File: config.mk
export PLATFORM = sky130hd
export DESIGN_NAME = mem_arbiter_flat
export DESIGN_NICKNAME = d
export VERILOG_FILES = /design/src/rtl/mem_arb_pkg.sv /design/src/rtl/mem_arbiter_if.sv /design/src/rtl/mem_arb_pick.sv /design/src/rtl/mem_arbiter.sv /design/src/flat_wrapper.sv
export SDC_FILE = /design/constraint.sdc
export NUM_CORES = 1
export LEC_CHECK = 0
export ABC_AREA = 0
export ABC_CLOCK_PERIOD_IN_PS = 2900
export BUFFER_PORTS_ARGS = -buffer_cell sky130_fd_sc_hd__buf_2
export CELL_PAD_IN_SITES_DETAIL_PLACEMENT = 1
export CELL_PAD_IN_SITES_GLOBAL_PLACEMENT = 1
export CORE_MARGIN = 1
export CORE_UTILIZATION = 33
export DETAILED_ROUTE_END_ITERATION = 10
export PLACE_DENSITY = 0.9
export SYNTH_ARGS = -nofsm -noshare
export SYNTH_HDL_FRONTEND = slang
export SYNTH_SLANG_ARGS = --single-unit
export TNS_END_PERCENT = 10
File: constraint.sdc
create_clock -name clk -period 2.9 [get_ports clk]
set_input_delay 0 -clock clk [delete_from_list [all_inputs] [get_ports clk]]
set_output_delay 0 -clock clk [all_outputs]
set_load 0.05 [all_outputs]
File: src/rtl/mem_arb_pkg.sv
// Shared definitions for the two-port memory arbiter.
// Holds the FSM state encoding, the port/width constants and a helper that
// tells whether an address falls inside the 256-word memory window.
package mem_arb_pkg;

  typedef enum logic [1:0] {
    IDLE   = 2'd0,
    ACCESS = 2'd1,
    DONE   = 2'd2
  } state_t;

  localparam int NUM_PORTS = 2;
  localparam int MEM_AW    = 8;
  localparam int DATA_W    = 32;
  localparam int ADDR_W    = 32;

  // Only the low MEM_AW address bits reach the memory; anything above must be zero.
  function automatic logic in_range(input logic [ADDR_W-1:0] addr);
    return (addr[ADDR_W-1:MEM_AW] == '0);
  endfunction

endpackage

File: src/rtl/mem_arbiter_if.sv
// Bus bundle between the two requesters, the arbiter and the memory.
// Port 0 (pipeline MEM stage): req0, we0, addr0, wdata0 -> done0, err0, rdata0, stall0.
// Port 1 (loader/debug):       req1, we1, addr1, wdata1 -> done1, err1, rdata1.
// Memory side: mem_addr, mem_wdata, mem_read, mem_write -> mem_rdata.
// Modport slave is the arbiter view; modport master is the requester/memory view.
interface mem_arbiter_if
  import mem_arb_pkg::*;
  ();

  logic              req0;
  logic              we0;
  logic [ADDR_W-1:0] addr0;
  logic [DATA_W-1:0] wdata0;
  logic              done0;
  logic              err0;
  logic [DATA_W-1:0] rdata0;
  logic              stall0;

  logic              req1;
  logic              we1;
  logic [ADDR_W-1:0] addr1;
  logic [DATA_W-1:0] wdata1;
  logic              done1;
  logic              err1;
  logic [DATA_W-1:0] rdata1;

  logic [ADDR_W-1:0] mem_addr;
  logic [DATA_W-1:0] mem_wdata;
  logic              mem_read;
  logic              mem_write;
  logic [DATA_W-1:0] mem_rdata;

  modport slave (
    input  req0, we0, addr0, wdata0,
    output done0, err0, rdata0, stall0,
    input  req1, we1, addr1, wdata1,
    output done1, err1, rdata1,
    output mem_addr, mem_wdata, mem_read, mem_write,
    input  mem_rdata
  );

  modport master (
    output req0, we0, addr0, wdata0,
    input  done0, err0, rdata0, stall0,
    output req1, we1, addr1, wdata1,
    input  done1, err1, rdata1,
    input  mem_addr, mem_wdata, mem_read, mem_write,
    output mem_rdata
  );

endinterface

File: src/rtl/mem_arb_pick.sv
// Arbitration decision for the two request lines.
// Ports: req   - request vector (bit 0 = port 0, bit 1 = port 1)
//        last  - index of the port granted most recently
//        grant - one-hot grant, all zero when nobody requests
// Macro MEM_ARB_RR_EN: defined -> round-robin on a tie (the port not granted
// last wins); undefined -> fixed priority, port 0 always wins a tie.
module mem_arb_pick
  import mem_arb_pkg::*;
(
  input  logic [NUM_PORTS-1:0] req,
  input  logic                 last,
  output logic [NUM_PORTS-1:0] grant
);

`ifdef MEM_ARB_RR_EN
  always_comb begin
    grant = req;
    if (req[0] && req[1]) begin
      grant = last ? 2'b01 : 2'b10;
    end
  end
`else
  // The pointer has no meaning under fixed priority.
  logic unused_last;
  assign unused_last = last;

  always_comb begin
    grant = '0;
    if (req[0]) begin
      grant = 2'b01;
    end else if (req[1]) begin
      grant = 2'b10;
    end
  end
`endif

endmodule

File: src/rtl/mem_arbiter.sv
// Two-port memory arbiter: one transaction per IDLE -> ACCESS -> DONE pass.
// Ports: clk   - rising-edge clock
//        rst_n - synchronous active-low reset
//        bus   - mem_arbiter_if.slave (both requester ports and the memory side)
// The winner's we/addr/wdata are latched at grant, so requesters may change or
// drop their inputs afterwards without disturbing the transaction. Addresses
// with nonzero bits above the memory window never reach the memory and
// complete with err pulsing alongside done.
// Macro MEM_ARB_RR_EN: defined -> round-robin with a last-grant pointer;
// undefined -> fixed priority (port 0) and no pointer register.
module mem_arbiter
  import mem_arb_pkg::*;
(
  input  logic           clk,
  input  logic           rst_n,
  mem_arbiter_if.slave   bus
);

  state_t                state;
  logic                  port;
  logic                  lat_we;
  logic                  lat_oor;
  logic [NUM_PORTS-1:0]  req_vec;
  logic [NUM_PORTS-1:0]  grant;
  logic                  last;
  logic                  sel_we;
  logic [ADDR_W-1:0]     sel_addr;
  logic [DATA_W-1:0]     sel_wdata;

  assign req_vec = {bus.req1, bus.req0};

  mem_arb_pick u_pick (
    .req   (req_vec),
    .last  (last),
    .grant (grant)
  );

`ifdef MEM_ARB_RR_EN
  // Reset value 1 makes port 0 the first tie winner.
  logic last_q;
  always_ff @(posedge clk) begin
    if (!rst_n) begin
      last_q <= 1'b1;
    end else if (state == IDLE && grant != '0) begin
      last_q <= grant[1];
    end
  end
  assign last = last_q;
`else
  assign last = 1'b1;
`endif

  assign sel_we    = grant[1] ? bus.we1    : bus.we0;
  assign sel_addr  = grant[1] ? bus.addr1  : bus.addr0;
  assign sel_wdata = grant[1] ? bus.wdata1 : bus.wdata0;

  assign bus.stall0 = bus.req0 & ~bus.done0;

  always_ff @(posedge clk) begin
    if (!rst_n) begin
      state         <= IDLE;
      port          <= 1'b0;
      lat_we        <= 1'b0;
      lat_oor       <= 1'b0;
      bus.done0     <= 1'b0;
      bus.done1     <= 1'b0;
      bus.err0      <= 1'b0;
      bus.err1      <= 1'b0;
      bus.rdata0    <= '0;
      bus.rdata1    <= '0;
      bus.mem_read  <= 1'b0;
      bus.mem_write <= 1'b0;
      bus.mem_addr  <= '0;
      bus.mem_wdata <= '0;
    end else begin
      case (state)
        IDLE: begin
          if (grant != '0) begin
            // Memory strobes are loaded here so they are high for exactly the ACCESS cycle.
            port          <= grant[1];
            lat_we        <= sel_we;
            lat_oor       <= ~in_range(sel_addr);
            bus.mem_addr  <= sel_addr;
            bus.mem_wdata <= sel_wdata;
            bus.mem_read  <= ~sel_we & in_range(sel_addr);
            bus.mem_write <= sel_we & in_range(sel_addr);
            state         <= ACCESS;
          end
        end
        ACCESS: begin
          bus.mem_read  <= 1'b0;
          bus.mem_write <= 1'b0;
          if (!lat_we && !lat_oor) begin
            if (port) begin
              bus.rdata1 <= bus.mem_rdata;
            end else begin
              bus.rdata0 <= bus.mem_rdata;
            end
          end
          bus.done0 <= ~port;
          bus.done1 <= port;
          bus.err0  <= ~port & lat_oor;
          bus.err1  <= port & lat_oor;
          state     <= DONE;
        end
        DONE: begin
          bus.done0 <= 1'b0;
          bus.done1 <= 1'b0;
          bus.err0  <= 1'b0;
          bus.err1  <= 1'b0;
          state     <= IDLE;
        end
        default: begin
          state <= IDLE;
        end
      endcase
    end
  end

endmodule

File: src/flat_wrapper.sv
// flat-port wrapper written by rule: the top's interface ports become plain ports
module mem_arbiter_flat import mem_arb_pkg::*;
  (clk, rst_n, bus_req0, bus_we0, bus_addr0, bus_wdata0, bus_done0, bus_err0, bus_rdata0, bus_stall0, bus_req1, bus_we1, bus_addr1, bus_wdata1, bus_done1, bus_err1, bus_rdata1, bus_mem_addr, bus_mem_wdata, bus_mem_read, bus_mem_write, bus_mem_rdata);
  mem_arbiter_if bus_i ();
  input  logic clk;
  input  logic rst_n;
  input wire logic [$bits(bus_i.req0)-1:0] bus_req0;
  input wire logic [$bits(bus_i.we0)-1:0] bus_we0;
  input wire logic [$bits(bus_i.addr0)-1:0] bus_addr0;
  input wire logic [$bits(bus_i.wdata0)-1:0] bus_wdata0;
  output wire logic [$bits(bus_i.done0)-1:0] bus_done0;
  output wire logic [$bits(bus_i.err0)-1:0] bus_err0;
  output wire logic [$bits(bus_i.rdata0)-1:0] bus_rdata0;
  output wire logic [$bits(bus_i.stall0)-1:0] bus_stall0;
  input wire logic [$bits(bus_i.req1)-1:0] bus_req1;
  input wire logic [$bits(bus_i.we1)-1:0] bus_we1;
  input wire logic [$bits(bus_i.addr1)-1:0] bus_addr1;
  input wire logic [$bits(bus_i.wdata1)-1:0] bus_wdata1;
  output wire logic [$bits(bus_i.done1)-1:0] bus_done1;
  output wire logic [$bits(bus_i.err1)-1:0] bus_err1;
  output wire logic [$bits(bus_i.rdata1)-1:0] bus_rdata1;
  output wire logic [$bits(bus_i.mem_addr)-1:0] bus_mem_addr;
  output wire logic [$bits(bus_i.mem_wdata)-1:0] bus_mem_wdata;
  output wire logic [$bits(bus_i.mem_read)-1:0] bus_mem_read;
  output wire logic [$bits(bus_i.mem_write)-1:0] bus_mem_write;
  input wire logic [$bits(bus_i.mem_rdata)-1:0] bus_mem_rdata;
  assign bus_i.req0 = bus_req0;
  assign bus_i.we0 = bus_we0;
  assign bus_i.addr0 = bus_addr0;
  assign bus_i.wdata0 = bus_wdata0;
  assign bus_done0 = bus_i.done0;
  assign bus_err0 = bus_i.err0;
  assign bus_rdata0 = bus_i.rdata0;
  assign bus_stall0 = bus_i.stall0;
  assign bus_i.req1 = bus_req1;
  assign bus_i.we1 = bus_we1;
  assign bus_i.addr1 = bus_addr1;
  assign bus_i.wdata1 = bus_wdata1;
  assign bus_done1 = bus_i.done1;
  assign bus_err1 = bus_i.err1;
  assign bus_rdata1 = bus_i.rdata1;
  assign bus_mem_addr = bus_i.mem_addr;
  assign bus_mem_wdata = bus_i.mem_wdata;
  assign bus_mem_read = bus_i.mem_read;
  assign bus_mem_write = bus_i.mem_write;
  assign bus_i.mem_rdata = bus_mem_rdata;
  mem_arbiter u_core (.clk(clk), .rst_n(rst_n), .bus(bus_i));
endmodule
==> impl_metrics.tcl <==
set metrics [dict create \
    tns_ps 0 \
    p_per_area_nw_per_um2 645 \
    ys_warn_count 0 \
    hold_start "bus_we0" \
    end_kind "register" \
    grt_usage 0.325 \
    crit_buf_inv 3 \
    worstReg2RegEnd "u_core.bus.mem_addr[9]" \
    drc 0 \
    crit_type "reg2reg" \
    wl_met3_mm 1.96 \
    first_pass_iters 5 \
    wl_met2_mm 14.4 \
    hold_viol 0 \
    dieWidth_microns 132 \
    r2r_slack_ps 200 \
    cts_setup_buffers 0 \
    syn_area_per_cell_sq_um 7.82 \
    holdWs_ps 107 \
    cts_tree "done" \
    cp_top_family "buffers and inverters" \
    overflow 0 \
    grt_max_degree 132 \
    tightestPinTransition_ps 864 \
    max_cap_violations 0 \
    area_delta_synth_final_pct 71.4 \
    portBuffers 300 \
    routed_wl_mm 28.8 \
    drtIter0Drc 427 \
    place_hpwl_mm 14.8 \
    required_ps 3260 \
    final_common_cell "buf_2" \
    ctsResizeCount 0 \
    reg2reg_depth 7 \
    wirelength_met1_mm 10.7 \
    fp.dieArea_sq_um 17300 \
    synth_cell_types 34 \
    drive_above_1_share 0.303 \
    finClkSkew_ps 11.7 \
    final_cell_mix "buf_2 (300), nand2_1 (258), dlygate4sd3_1 (166), dfxtp_1 (139), nor2_1 (73)" \
    status "complete, no violations" \
    wl_per_cell_microns 20.7 \
    slowest_delay_ps 610 \
    cts-hold-fix-buffers 166 \
    antenna_found_initial 7 \
    clk_latency_ps 420 \
    holdCritPathClass "in2reg" \
    irDropWorstVdd_mv 0.474 \
    ios 301 \
    via_per_inst 5.29 \
    synth_area_leaders "dfxtp_1 (50%), nand2_1 (17%), a311oi_1 (10%)" \
    cts-root-buf "clkbuf_16" \
    cts_max_level 4 \
    worstPathArrival_ps 3060 \
    cts_sinks 139 \
    min_period_over_period 0.930 \
    dr_total_vias 7364 \
    period_minus_slack_ps 2700 \
    final_cell_count_no_fill 1391 \
    cts_buffers 17 \
    max_freq_mhz 371 \
    synth_edf_count 0 \
    setup_viol 0 \
    p_leak_nw 4.42 \
    synthFlopType "dfxtp_1" \
    synth_nets 879 \
    die_h_microns 132 \
    crit_chain "inv_1 -> ha_1 -> o21a_4 -> buf_12 -> nor2_1 -> a311oi_1 -> dlygate4sd3_1" \
    synth_seq_cells 139 \
    synthArstFlopShare 0 \
    clk_pin_slew_ps 60 \
    syn-cell-area_sq_um 5550 \
    worstPathMaxFanout 131 \
    grt_pass1_wl_mm 43.9 \
    hold_end "u_core.lat_we" \
    setup.worst_path.start_class "register" \
    start_util 0.336 \
    relSlewSlack 0.419 \
    globalplace.congestion 0.800 \
    fin_nets 1321 \
    highest_layer "met4" \
    rows 47 \
    slew_violations 0 \
    rsz0062_at_grt "no" \
    netlist_instances 710 \
    ys_seq_area_frac 0.501 \
    dp.cells 1187 \
    ant_nets 0 \
    fp.coreArea_sq_um 16500 \
    synth_top_area_cell "dfxtp_1" \
    whs_path_depth 3 \
    r2r_start "u_core.state[0]" \
    cp_slowest_cell "dlygate4sd3_1" \
    synth.top_cell.area_share 0.501 \
    cts_buffer_depth 2 \
    grt_pass1_vias 7998 \
]
==> worst max path at each step <==
stage | startpoint | end | slack, ps | cells after the start
3_3_place_gp | bus_addr1[25] | u_core.bus.mem_write | 990 | 5
2_1_floorplan | u_core.state[0] | u_core.bus.mem_addr[0] | 1290 | 8
4_1_cts | u_core.state[0] | u_core.bus.mem_addr[21] | 560 | 7
6_report | u_core.state[0] | u_core.bus.mem_addr[9] | 200 | 7
3_5_place_dp | bus_addr1[25] | u_core.bus.mem_write | 970 | 5
5_1_grt | u_core.state[0] | u_core.bus.mem_addr[21] | 110 | 7
==> registers in the layout (all words and copies together) (netlist names) <==
name and flops:
u_core.bus.mem_addr 32, u_core.bus.mem_write 1, u_core.lat_oor 1, u_core.lat_we 1
u_core.state 2, u_core.bus.rdata0 32, u_core.bus.done0 1, u_core.bus.err0 1
u_core.bus.err1 1, u_core.bus.mem_wdata 32, u_core.bus.rdata1 32, u_core.port 1
u_core.bus.done1 1, u_core.bus.mem_read 1
==> worst register-to-register path, delay by kind of cell (launching register included) <==
| kind | cells | cell delay [ps] |
|---|---|---|
| and+or+nand+nor | 1 | 230 |
| adders and majority gates | 1 | 320 |
| AOI/OAI and AO/OA | 2 | 650 |
| buffers and inverters | 3 | 1110 |
| DFF | 1 | 340 |
==> synth_stat cells, drive strengths merged (2+ instances only) <==
cell type    n
inv          4
o21a         2
clkbuf      36
nand2b       2
nor3         2
a211oi       2
nand4        2
or4          2
ha           3
o41ai        2
a311oi      64
nand2      258
a21oi       67
nor2        73
dfxtp      139
mux2i        4
nor2b        3
nor4        10
buf         21
nand3        3
==> report_power, final <==
group          internal [W]  leakage, nW  switching (W)
registers           0.00207         1.14       0.000122
logic              0.000590         3.00        0.00115
clock network       0.00134        0.283       0.000869
total               0.00400         4.42        0.00214
==> through the flow <==
stage,instance area (sq um),total power [W],worst slack [ps],utilization
after floorplan,5550,0.00315,1290,-
after global placement,7250,0.00354,991,0.439
after detailed placement,7250,0.00357,972,0.439
after CTS,9500,0.00602,559,0.575
after global routing,9510,0.00634,110,0.576
final,9520,0.00614,202,0.576
==> area by class of cell <==
type	instances	area (sq um)
Sequential cell	139	2780
Multi-Input combinational cell	510	2540
Fill cell	2009	7010
Timing Repair Buffer	480	3290
Clock inverter	9	111
Inverter	4	17.5
Tap cell	220	275
Antenna cell	7	17.5
Clock buffer	22	474
==> metal layers <==
metal,track usage,up-vias
li1,-,3317
met1,0.345,3519
met2,0.578,409
met3,0.0806,119
met4,0.201,0
met5,0,-
==> cells by family (layout without fill, tap and decap cells) <==
group | after synthesis | after routing | share of synthesized area
buf+inv | 61 | 515 | 0.0453
simple gates | 361 | 361 | 0.262
flops | 139 | 139 | 0.501
other cells | 0 | 7 | 0
fa+ha+maj | 3 | 3 | 0.00676
compound gates | 141 | 141 | 0.176
mux | 5 | 5 | 0.00924
(Power assumes the default switching activity.)
